===== src/rtl/axby_pkg.sv =====
// Shared constants and FSM encoding for the AXBY serial multiply-accumulate sequencer.
// Latency: n/a (declarations only).
// Backpressure: n/a.
package axby_pkg;

  localparam int W      = 8;        // operand width; 3-bit step counter gives 8 steps
  localparam int RW     = 2*W + 1;  // result width; 2*255*255 = 130050 fits in 17 bits
  localparam int NSTEPS = 8;        // shift-add steps per product

  // FSM states, kept as plain 3-bit constants for legacy tools
  typedef logic [2:0] axby_state_t;
  localparam axby_state_t S_IDLE   = 3'd0;
  localparam axby_state_t S_LD_AX  = 3'd1;
  localparam axby_state_t S_MUL_AX = 3'd2;
  localparam axby_state_t S_LD_BY  = 3'd3;
  localparam axby_state_t S_MUL_BY = 3'd4;
  localparam axby_state_t S_DONE   = 3'd5;

endpackage


===== src/rtl/axby_sequencer_if.sv =====
// Operand-in / result-out stream bundle of the AXBY sequencer.
// Latency: n/a (wires only).
// Backpressure: valid/ready on both streams; slave = sequencer, master = producer/consumer.
//   in_valid/in_ready/in_data  : operand words A, X, B, Y
//   out_valid/out_ready/out_data: result A*X+B*Y
interface axby_sequencer_if;
  import axby_pkg::*;

  logic          in_valid;
  logic          in_ready;
  logic [W-1:0]  in_data;
  logic          out_valid;
  logic          out_ready;
  logic [RW-1:0] out_data;

  modport slave (
    input  in_valid, in_data, out_ready,
    output in_ready, out_valid, out_data
  );

  modport master (
    output in_valid, in_data, out_ready,
    input  in_ready, out_valid, out_data
  );

endinterface


===== src/rtl/axby_shift_add.sv =====
// Serial shift-add datapath: M (multiplicand), Q (multiplier), acc registers.
// Latency: one step per cycle; loads and clears take effect at the next edge.
// Backpressure: none; the sequencer FSM decides when to load/step/clear.
//   clk, reset (sync, active-low)
//   load_m_i/load_q_i: capture dat_i into M (zero-extended) / Q
//   step_i: acc += Q[0] ? M : 0; M <<= 1; Q >>= 1
//   clr_acc_i: acc <= 0
//   acc_o: accumulator
module axby_shift_add
  import axby_pkg::*;
(
  input  logic          clk,
  input  logic          reset,
  input  logic          load_m_i,
  input  logic          load_q_i,
  input  logic          step_i,
  input  logic          clr_acc_i,
  input  logic [W-1:0]  dat_i,
  output logic [RW-1:0] acc_o
);

  logic [RW-1:0] m_q, m_d;
  logic [W-1:0]  q_q, q_d;
  logic [RW-1:0] acc_q, acc_d;

  always_comb begin
    m_d   = m_q;
    q_d   = q_q;
    acc_d = acc_q;
    if (clr_acc_i) acc_d = '0;
    if (load_m_i)  m_d = {{(RW-W){1'b0}}, dat_i};
    if (load_q_i)  q_d = dat_i;
    if (step_i) begin
      if (q_q[0]) acc_d = acc_q + m_q;
      m_d = m_q << 1;
      q_d = q_q >> 1;
    end
  end

  always_ff @(posedge clk) begin
    if (!reset) begin
      m_q   <= '0;
      q_q   <= '0;
      acc_q <= '0;
    end else begin
      m_q   <= m_d;
      q_q   <= q_d;
      acc_q <= acc_d;
    end
  end

  assign acc_o = acc_q;

endmodule


===== src/rtl/axby_sequencer.sv =====
// Computes A*X + B*Y with one serial shift-add datapath, driving the external XY step counter.
// Latency: Y accepted in cycle t -> counter clear t+1 -> 8 steps t+2..t+9 -> out_valid at t+10.
// Backpressure: in_ready only in load states; result held in DONE until out_ready.
//   clk, reset (sync, active-low)
//   io (slave): operand stream in, result stream out
//   busy, pre_done: status; cnt_2/cnt_6/cnt_7: counter flags in; incxy/cnt_clr: counter control out
module axby_sequencer #(
  parameter int W = 8
) (
  input  logic              clk,
  input  logic              reset,
  axby_sequencer_if.slave   io,
  output logic              busy,
  output logic              pre_done,
  input  logic              cnt_2,
  input  logic              cnt_6,
  input  logic              cnt_7,
  output logic              incxy,
  output logic              cnt_clr
);
  import axby_pkg::*;

  if (W != 8) begin : g_w_check
    $error("axby_sequencer: W must be 8 to match the 3-bit step counter");
  end

  axby_state_t state_q, state_d;
  logic        sel_q, sel_d;     // 0: next word goes to M, 1: next word goes to Q
  logic        in_ld, in_mul, hs;
  logic        load_m, load_q, step, clr_acc;
  logic [RW-1:0] acc;

  assign in_ld  = (state_q == S_LD_AX) || (state_q == S_LD_BY);
  assign in_mul = (state_q == S_MUL_AX) || (state_q == S_MUL_BY);

  // Once the counter shows 2, both words are in; refuse a third so incxy and
  // cnt_clr can never coincide.
  assign io.in_ready  = in_ld && !cnt_2;
  assign hs           = io.in_ready && io.in_valid;
  assign incxy        = hs || in_mul;
  assign cnt_clr      = (state_q == S_IDLE) || (in_ld && cnt_2);
  assign busy         = (state_q != S_IDLE) && (state_q != S_DONE);
  assign pre_done     = (state_q == S_MUL_BY) && cnt_6;
  assign io.out_valid = (state_q == S_DONE);
  assign io.out_data  = acc;

  always_comb begin
    state_d = state_q;
    sel_d   = sel_q;
    load_m  = 1'b0;
    load_q  = 1'b0;
    step    = 1'b0;
    clr_acc = 1'b0;
    case (state_q)
      S_IDLE: begin
        clr_acc = 1'b1;
        state_d = S_LD_AX;
      end
      S_LD_AX, S_LD_BY: begin
        if (cnt_2) begin
          sel_d   = 1'b0;
          state_d = (state_q == S_LD_AX) ? S_MUL_AX : S_MUL_BY;
        end else if (hs) begin
          load_m = !sel_q;
          load_q = sel_q;
          sel_d  = !sel_q;
        end
      end
      // The 8th step coincides with cnt_7; the counter wraps to 0 on its own.
      S_MUL_AX: begin
        step = 1'b1;
        if (cnt_7) state_d = S_LD_BY;
      end
      S_MUL_BY: begin
        step = 1'b1;
        if (cnt_7) state_d = S_DONE;
      end
      S_DONE: begin
        if (io.out_ready) begin
          clr_acc = 1'b1;
          state_d = S_LD_AX;
        end
      end
      default: state_d = S_IDLE;
    endcase
  end

  always_ff @(posedge clk) begin
    if (!reset) begin
      state_q <= S_IDLE;
      sel_q   <= 1'b0;
    end else begin
      state_q <= state_d;
      sel_q   <= sel_d;
    end
  end

  axby_shift_add u_dp (
    .clk       (clk),
    .reset     (reset),
    .load_m_i  (load_m),
    .load_q_i  (load_q),
    .step_i    (step),
    .clr_acc_i (clr_acc),
    .dat_i     (io.in_data),
    .acc_o     (acc)
  );

endmodule


===== src/flat_wrapper.sv =====
// flat-port wrapper written by rule: the top's interface ports become plain ports
module axby_sequencer_flat import axby_pkg::*;
#(
  parameter int W = 8
)
  (clk, reset, busy, pre_done, cnt_2, cnt_6, cnt_7, incxy, cnt_clr, io_in_valid, io_in_data, io_out_ready, io_in_ready, io_out_valid, io_out_data);
  axby_sequencer_if io_i ();
  input  logic clk;
  input  logic reset;
  output logic busy;
  output logic pre_done;
  input  logic cnt_2;
  input  logic cnt_6;
  input  logic cnt_7;
  output logic incxy;
  output logic cnt_clr;
  input wire logic [$bits(io_i.in_valid)-1:0] io_in_valid;
  input wire logic [$bits(io_i.in_data)-1:0] io_in_data;
  input wire logic [$bits(io_i.out_ready)-1:0] io_out_ready;
  output wire logic [$bits(io_i.in_ready)-1:0] io_in_ready;
  output wire logic [$bits(io_i.out_valid)-1:0] io_out_valid;
  output wire logic [$bits(io_i.out_data)-1:0] io_out_data;
  assign io_i.in_valid = io_in_valid;
  assign io_i.in_data = io_in_data;
  assign io_i.out_ready = io_out_ready;
  assign io_in_ready = io_i.in_ready;
  assign io_out_valid = io_i.out_valid;
  assign io_out_data = io_i.out_data;
  axby_sequencer #(.W(W)) u_core (.clk(clk), .reset(reset), .io(io_i), .busy(busy), .pre_done(pre_done), .cnt_2(cnt_2), .cnt_6(cnt_6), .cnt_7(cnt_7), .incxy(incxy), .cnt_clr(cnt_clr));
endmodule

===== config.mk =====
export PLATFORM = sky130hd
export DESIGN_NAME = axby_sequencer_flat
export DESIGN_NICKNAME = d
export VERILOG_FILES = /design/src/rtl/axby_pkg.sv /design/src/rtl/axby_sequencer_if.sv /design/src/rtl/axby_shift_add.sv /design/src/rtl/axby_sequencer.sv /design/src/flat_wrapper.sv
export SDC_FILE = /design/constraint.sdc
export NUM_CORES = 1
export LEC_CHECK = 0
export BUFFER_PORTS_ARGS = -buffer_cell sky130_fd_sc_hd__clkbuf_2
export CORE_UTILIZATION = 52
export DETAILED_ROUTE_END_ITERATION = 8
export HOLD_SLACK_MARGIN = 0.02
export MAX_ROUTING_LAYER = met4
export PLACE_DENSITY_LB_ADDON = 0.08
export SYNTH_ARGS = -nofsm -noshare
export SYNTH_HDL_FRONTEND = slang
export SYNTH_SLANG_ARGS = --single-unit
export TNS_END_PERCENT = 5

===== constraint.sdc =====
create_clock -name clk -period 2.2 [get_ports clk]
set_input_delay 0.22 -clock clk [delete_from_list [all_inputs] [get_ports clk]]
set_output_delay 0.22 -clock clk [all_outputs]
set_load 0.005 [all_outputs]

Word-level counts from Yosys, hierarchy flattened:

Index checks and enable logic that the tools add are counted.

* add/subtract/negate cells: 1
* eq/ne operators: 10
* multiplexer cells: 24
* bitwise operators: 1
* reductions and logical operators: 21

Operators with widths (count)
* $mux 17: 5
* $add 17x17->17: 1
* $mux 3: 5
* $pmux 3 s5: 1
* $mux 7: 2
* $mux 1: 10
* $ne 2x2->1 const B: 4
* $eq 3x2->1 const B: 2
* $eq 3x3->1 const B: 2
* $reduce_bool 2->1: 3
* $reduce_or 2->1: 3
* $logic_and 1x1->1: 5
* $logic_or 1x1->1: 4
* $reduce_and 4->1: 1
* $eq 3x1->1 const B: 1
* $logic_not 3->1: 1
* $ne 3x3->1 const B: 1
* $reduce_bool 3->1: 1
* $logic_not 1->1: 2
* $pmux 1 s2: 1
* $reduce_and 2->1: 1
* $not 1->1: 1

* register bits after elaboration: 46
* input bits: 15
* output and inout port bits: 23
* word-level logic and storage cells: 64

Depth between registers and ports, before layout:

* depth in word-level cells: 9
* depth in mapped cells: 8
* depth with buffers taken out: 8

Cells and area by module:

A second synthesis with hierarchy kept.

* cell total of the unflattened synthesis: 333
* area, all modules: 2829.0 um^2

By module, submodules not included
* axby_shift_add: times used 1, cells each 293, area each 2497.4 um^2, sequential area each 840.8 um^2
* axby_sequencer: times used 1, cells each 40, area each 331.6 um^2, sequential area each 80.1 um^2

Worst setup path after synthesis:

No wires, ideal clock.

* path type: flip-flop to flip-flop
* start: reg u_core.u_dp.acc_q[0] (netlist: u_core.u_dp.acc_o[0])
* end: reg u_core.u_dp.acc_q[16] (netlist: u_core.u_dp.acc_o[16])
* setup time: 0.073 ns
* arrival time: 2.159 ns
* data required time: 2.127 ns
* path slack: -0.032 ns
* stages on the path, launching flop included: 9
* path buffers: 0
* period minus slack after synthesis: 2.232 ns
* cell sequence: dfxtp_1 -> ha_1 -> fa_1 -> a211oi_1 -> o211ai_1 -> nand3_1 -> a21boi_0 -> or4_4 -> o211ai_2

* longest elaborated chain between the ends: 3

Ends and longest elaborated chain
* start, declared: RTL line axby_shift_add.sv:24 `logic [RW-1:0] acc_q, acc_d;`
* start signal, assigned: RTL line axby_shift_add.sv:44 `acc_q <= '0;`
* start signal, assigned: RTL line axby_shift_add.sv:48 `acc_q <= acc_d;`
* $add 17x17->17: RTL line axby_shift_add.sv:34 `if (q_q[0]) acc_d = acc_q + m_q;`
* $mux 17: RTL line axby_shift_add.sv:34
* $mux 17: RTL line axby_shift_add.sv:33 `if (step_i) begin`

No other way between the ends.
A chain may end at the register's enable or synchronous reset.

Worst setup path after layout:

* start: reg u_core.u_dp.m_q[0]
* end: reg u_core.u_dp.acc_q[10] (netlist: u_core.u_dp.acc_o[10])

* longest elaborated chain between the ends: 3

Ends and longest elaborated chain
* start, declared: RTL line axby_shift_add.sv:22 `logic [RW-1:0] m_q, m_d;`
* start signal, assigned: RTL line axby_shift_add.sv:46 `m_q <= m_d;`
* $add 17x17->17: RTL line axby_shift_add.sv:34
* $mux 17: RTL line axby_shift_add.sv:34
* $mux 17: RTL line axby_shift_add.sv:33

No other way between the ends.

==> results.txt <==
Final hold violation count -> 0
Top cell type's share of synthesized area -> 0.334
Synthesized cell area -> 2750 sq um
Most frequent cells in the layout -> nand2_1, dfxtp_1, clkbuf_2
Final setup fails -> 0
Area added between synthesis and finish -> 17.1%
Height of the die -> 74.8 um
CTS tree -> built
FP Rows -> 26
Clock Skew -> 0.00702 ns
Arr. time, crit path -> 2.36 ns
Routed len/inst -> 14.2 um
Post-DP HPWL -> 4500 um
Max-slew violations -> 0
Vias per inst -> 5.62
Seq cells post-synth -> 46
Starting Density -> 0.539
Number of flops mapped to enable cells by yosys -> 0
Drt first pass iters -> 4
Slew at the pin closest to its max-slew limit -> 0.576 ns
Global route total overflow -> 0
Post-synth top area cell -> dfxtp_1
Largest net degree at the start of global routing -> 36
Non-Filler Instances -> 431
Mean Syn Cell Area -> 8.77 sq um
Hold path start -> io_in_data[0]
DRT Wirelength -> 6120 um
Drt initial violations -> 162
FFs w/ async S/R, synth -> 0
Min-delay worst type -> primary input to flip-flop
CTS Sinks -> 46
Max_cap viols -> 0
WHS -> 0.173 ns
Fin Setup TNS -> 0 ns
Hold_buf cts -> 0
Final period util -> 0.983
RR Startpoint -> u_core.u_dp.m_q[0]$_SDFFE_PP0P_
Mux cell area share after synthesis -> 0.0291
Worst Path Required -> 2.40 ns
ANT nets after route -> 0
Pre-CTS WS -> -0.0590 ns
Cells after DPL -> 423
Ports -> 38
Post-Synth Simple-Gate Area -> 0.206
Max_slew headroom -> 0.616
Cells after synthesis -> 314
Clock slew at reported path FFs -> 0.09 ns
Syn nets -> 346
Setup Crit Path Kind -> flip-flop to flip-flop
Post-DP Area -> 3080 sq um
Setup ws final -> 0.0365 ns
Worst setup path startpoint -> u_core.u_dp.m_q[0]$_SDFFE_PP0P_
H-Tree Level Count -> 2
Routability Congestion -> 0.824
Most common cell after layout, fill and taps aside -> nand2_1
I/O Buffers -> 37
Die X-Extent -> 74.8 um
Startpoint Class -> flip-flop
Worst VDD drop -> 0.347 mV
Cts bufs inserted -> 5
Critical Path Sink Type -> flip-flop
Root buffer cell -> clkbuf_8
RSZ-0062 raised after global routing -> yes
First-pass GRT wire length -> 10100 um
Worst-Skew Late Latency -> 0.31 ns
N_diodes -> 0
Unique cell type count in the Yosys netlist -> 55
Synth Area in Adders -> 0.0800
Synth Area in Compound Gates -> 0.254
PD cells -> 516 nW/um^2
Layout Nets -> 393
Leak pwr -> 0.00154 uW
Share of cells above drive strength 1 -> 0.227
Drt drc -> 0
Largest family of logic cells by synthesized area -> compound AO/OA/AOI/OAI gates
Antenna violations before repair -> 0
Top FF cell, synth -> dfxtp_1
YS warnings -> 0
Core ar. -> 5110 sq um
Max FO, Critical Path -> 3
Vias in the first global route -> 2178
GR Util All Layers -> 0.244
Max Freq -> 0.462 GHz
Top cells by area, synth -> dfxtp_1, ha_1, nand2_1
Post-synthesis xor/xnor area fraction -> 0.0536
Max Root-Sink Buffers -> 2
DIE AREA -> 5590 sq um
Via count of the routed design -> 2424
Sequential area share after synthesis -> 0.334
Fin crit period -> 2.16 ns
Status -> finished, final reports clean
Post-route cell area -> 3220 sq um
layer usage:
| layer | GRT usage | up-vias | share of wire |
|---|---|---|---|
| met3 | 0.0402 | 6 | 0.028 |
| met5 | - | - | 0 |
| met1 | 0.333 | 1133 | 0.51 |
| met2 | 0.372 | 42 | 0.45 |
| li1 | - | 1243 | - |
| met4 | 0.0671 | 0 | 0.011 |
state kept, by name (all words and copies together) (netlist names):
name	count
u_core.u_dp.acc_o	17
u_core.u_dp.m_q	17
u_core.u_dp.q_q	8
u_core.state_q	3
u_core.sel_q	1
cell usage after synthesis, drive strengths merged, types with 3 or more instances:
cell / instances
inv: 5
mux2i: 8
nand2: 49
a22oi: 8
a31oi: 3
xnor2: 11
o21bai: 4
buf: 10
dfxtp: 46
o21a: 3
a21boi: 11
a21oi: 16
xor2: 5
and2: 3
a21o: 4
o211a: 14
o211ai: 4
o21ai: 8
nor2b: 11
clkbuf: 8
ha: 16
nand3: 22
o2bb2ai: 7
nand4: 3
nor2: 9
where the power goes:
group | switching, uW | internal (uW) | leakage [uW]
clock | 294 | 219 | 0.0000373
sequential | 31.4 | 865 | 0.000374
combinational | 139 | 115 | 0.00113
stage by stage:
stage,utilization,power [uW]
after CTS,0.620,1680
after global placement,0.604,1160
after floorplan,-,1090
after detailed placement,0.604,1170
final,0.631,1660
after global routing,0.631,1750
worst max-delay path, cell delays in order, from the launching register on:
cell and delay, ns:
dfxtp_2 0.34, ha_4 0.16, fa_2 0.40, a211oi_2 0.25, o211ai_1 0.17, buf_4 0.17
nand4_1 0.09, nand2_1 0.07, xor2_1 0.14, a32o_1 0.25
repair_timing:
action,CTS,global route
endpoints found under the setup margin,3,3
pin swaps,2,10
setup buffers,0,1
gates resized for setup,1,10
cell families (layout without fill, tap and decap cells):
kind of cell / Yosys count / in the layout
AOI/OAI and AO/OA: 91 / 91
xor gates and xnor gates: 16 / 16
adders and majority gates: 17 / 17
buffers and inverters: 23 / 70
DFF: 46 / 46
muxes: 8 / 8
and+or+nand+nor: 113 / 113
layout make-up:
| cell class | count | area, sq um |
|---|---|---|
| repair buffers | 58 | 343 |
| fillers | 470 | 1880 |
| clock inverters | 1 | 7.51 |
| flip-flops and latches | 46 | 923 |
| multi-input cells | 245 | 1770 |
| well taps | 70 | 87.6 |
| clock buffers | 6 | 72.6 |
| inverters | 5 | 18.8 |
final timing paths:
| path | to | slack (ns) | cells after the start |
|---|---|---|---|
| setup / recovery | u_core.u_dp.acc_o[10]$_SDFF_PN0_ | 0.04 | 9 |
| hold / removal | u_core.u_dp.m_q[0]$_SDFFE_PP0P_ | 0.17 | 3 |
| setup reg to reg | u_core.u_dp.acc_o[10]$_SDFF_PN0_ | 0.04 | 9 |
| hold reg to reg | u_core.u_dp.acc_o[13]$_SDFF_PN0_ | 0.49 | 1 |
Note: power is estimated with default switching activity, not from simulation.
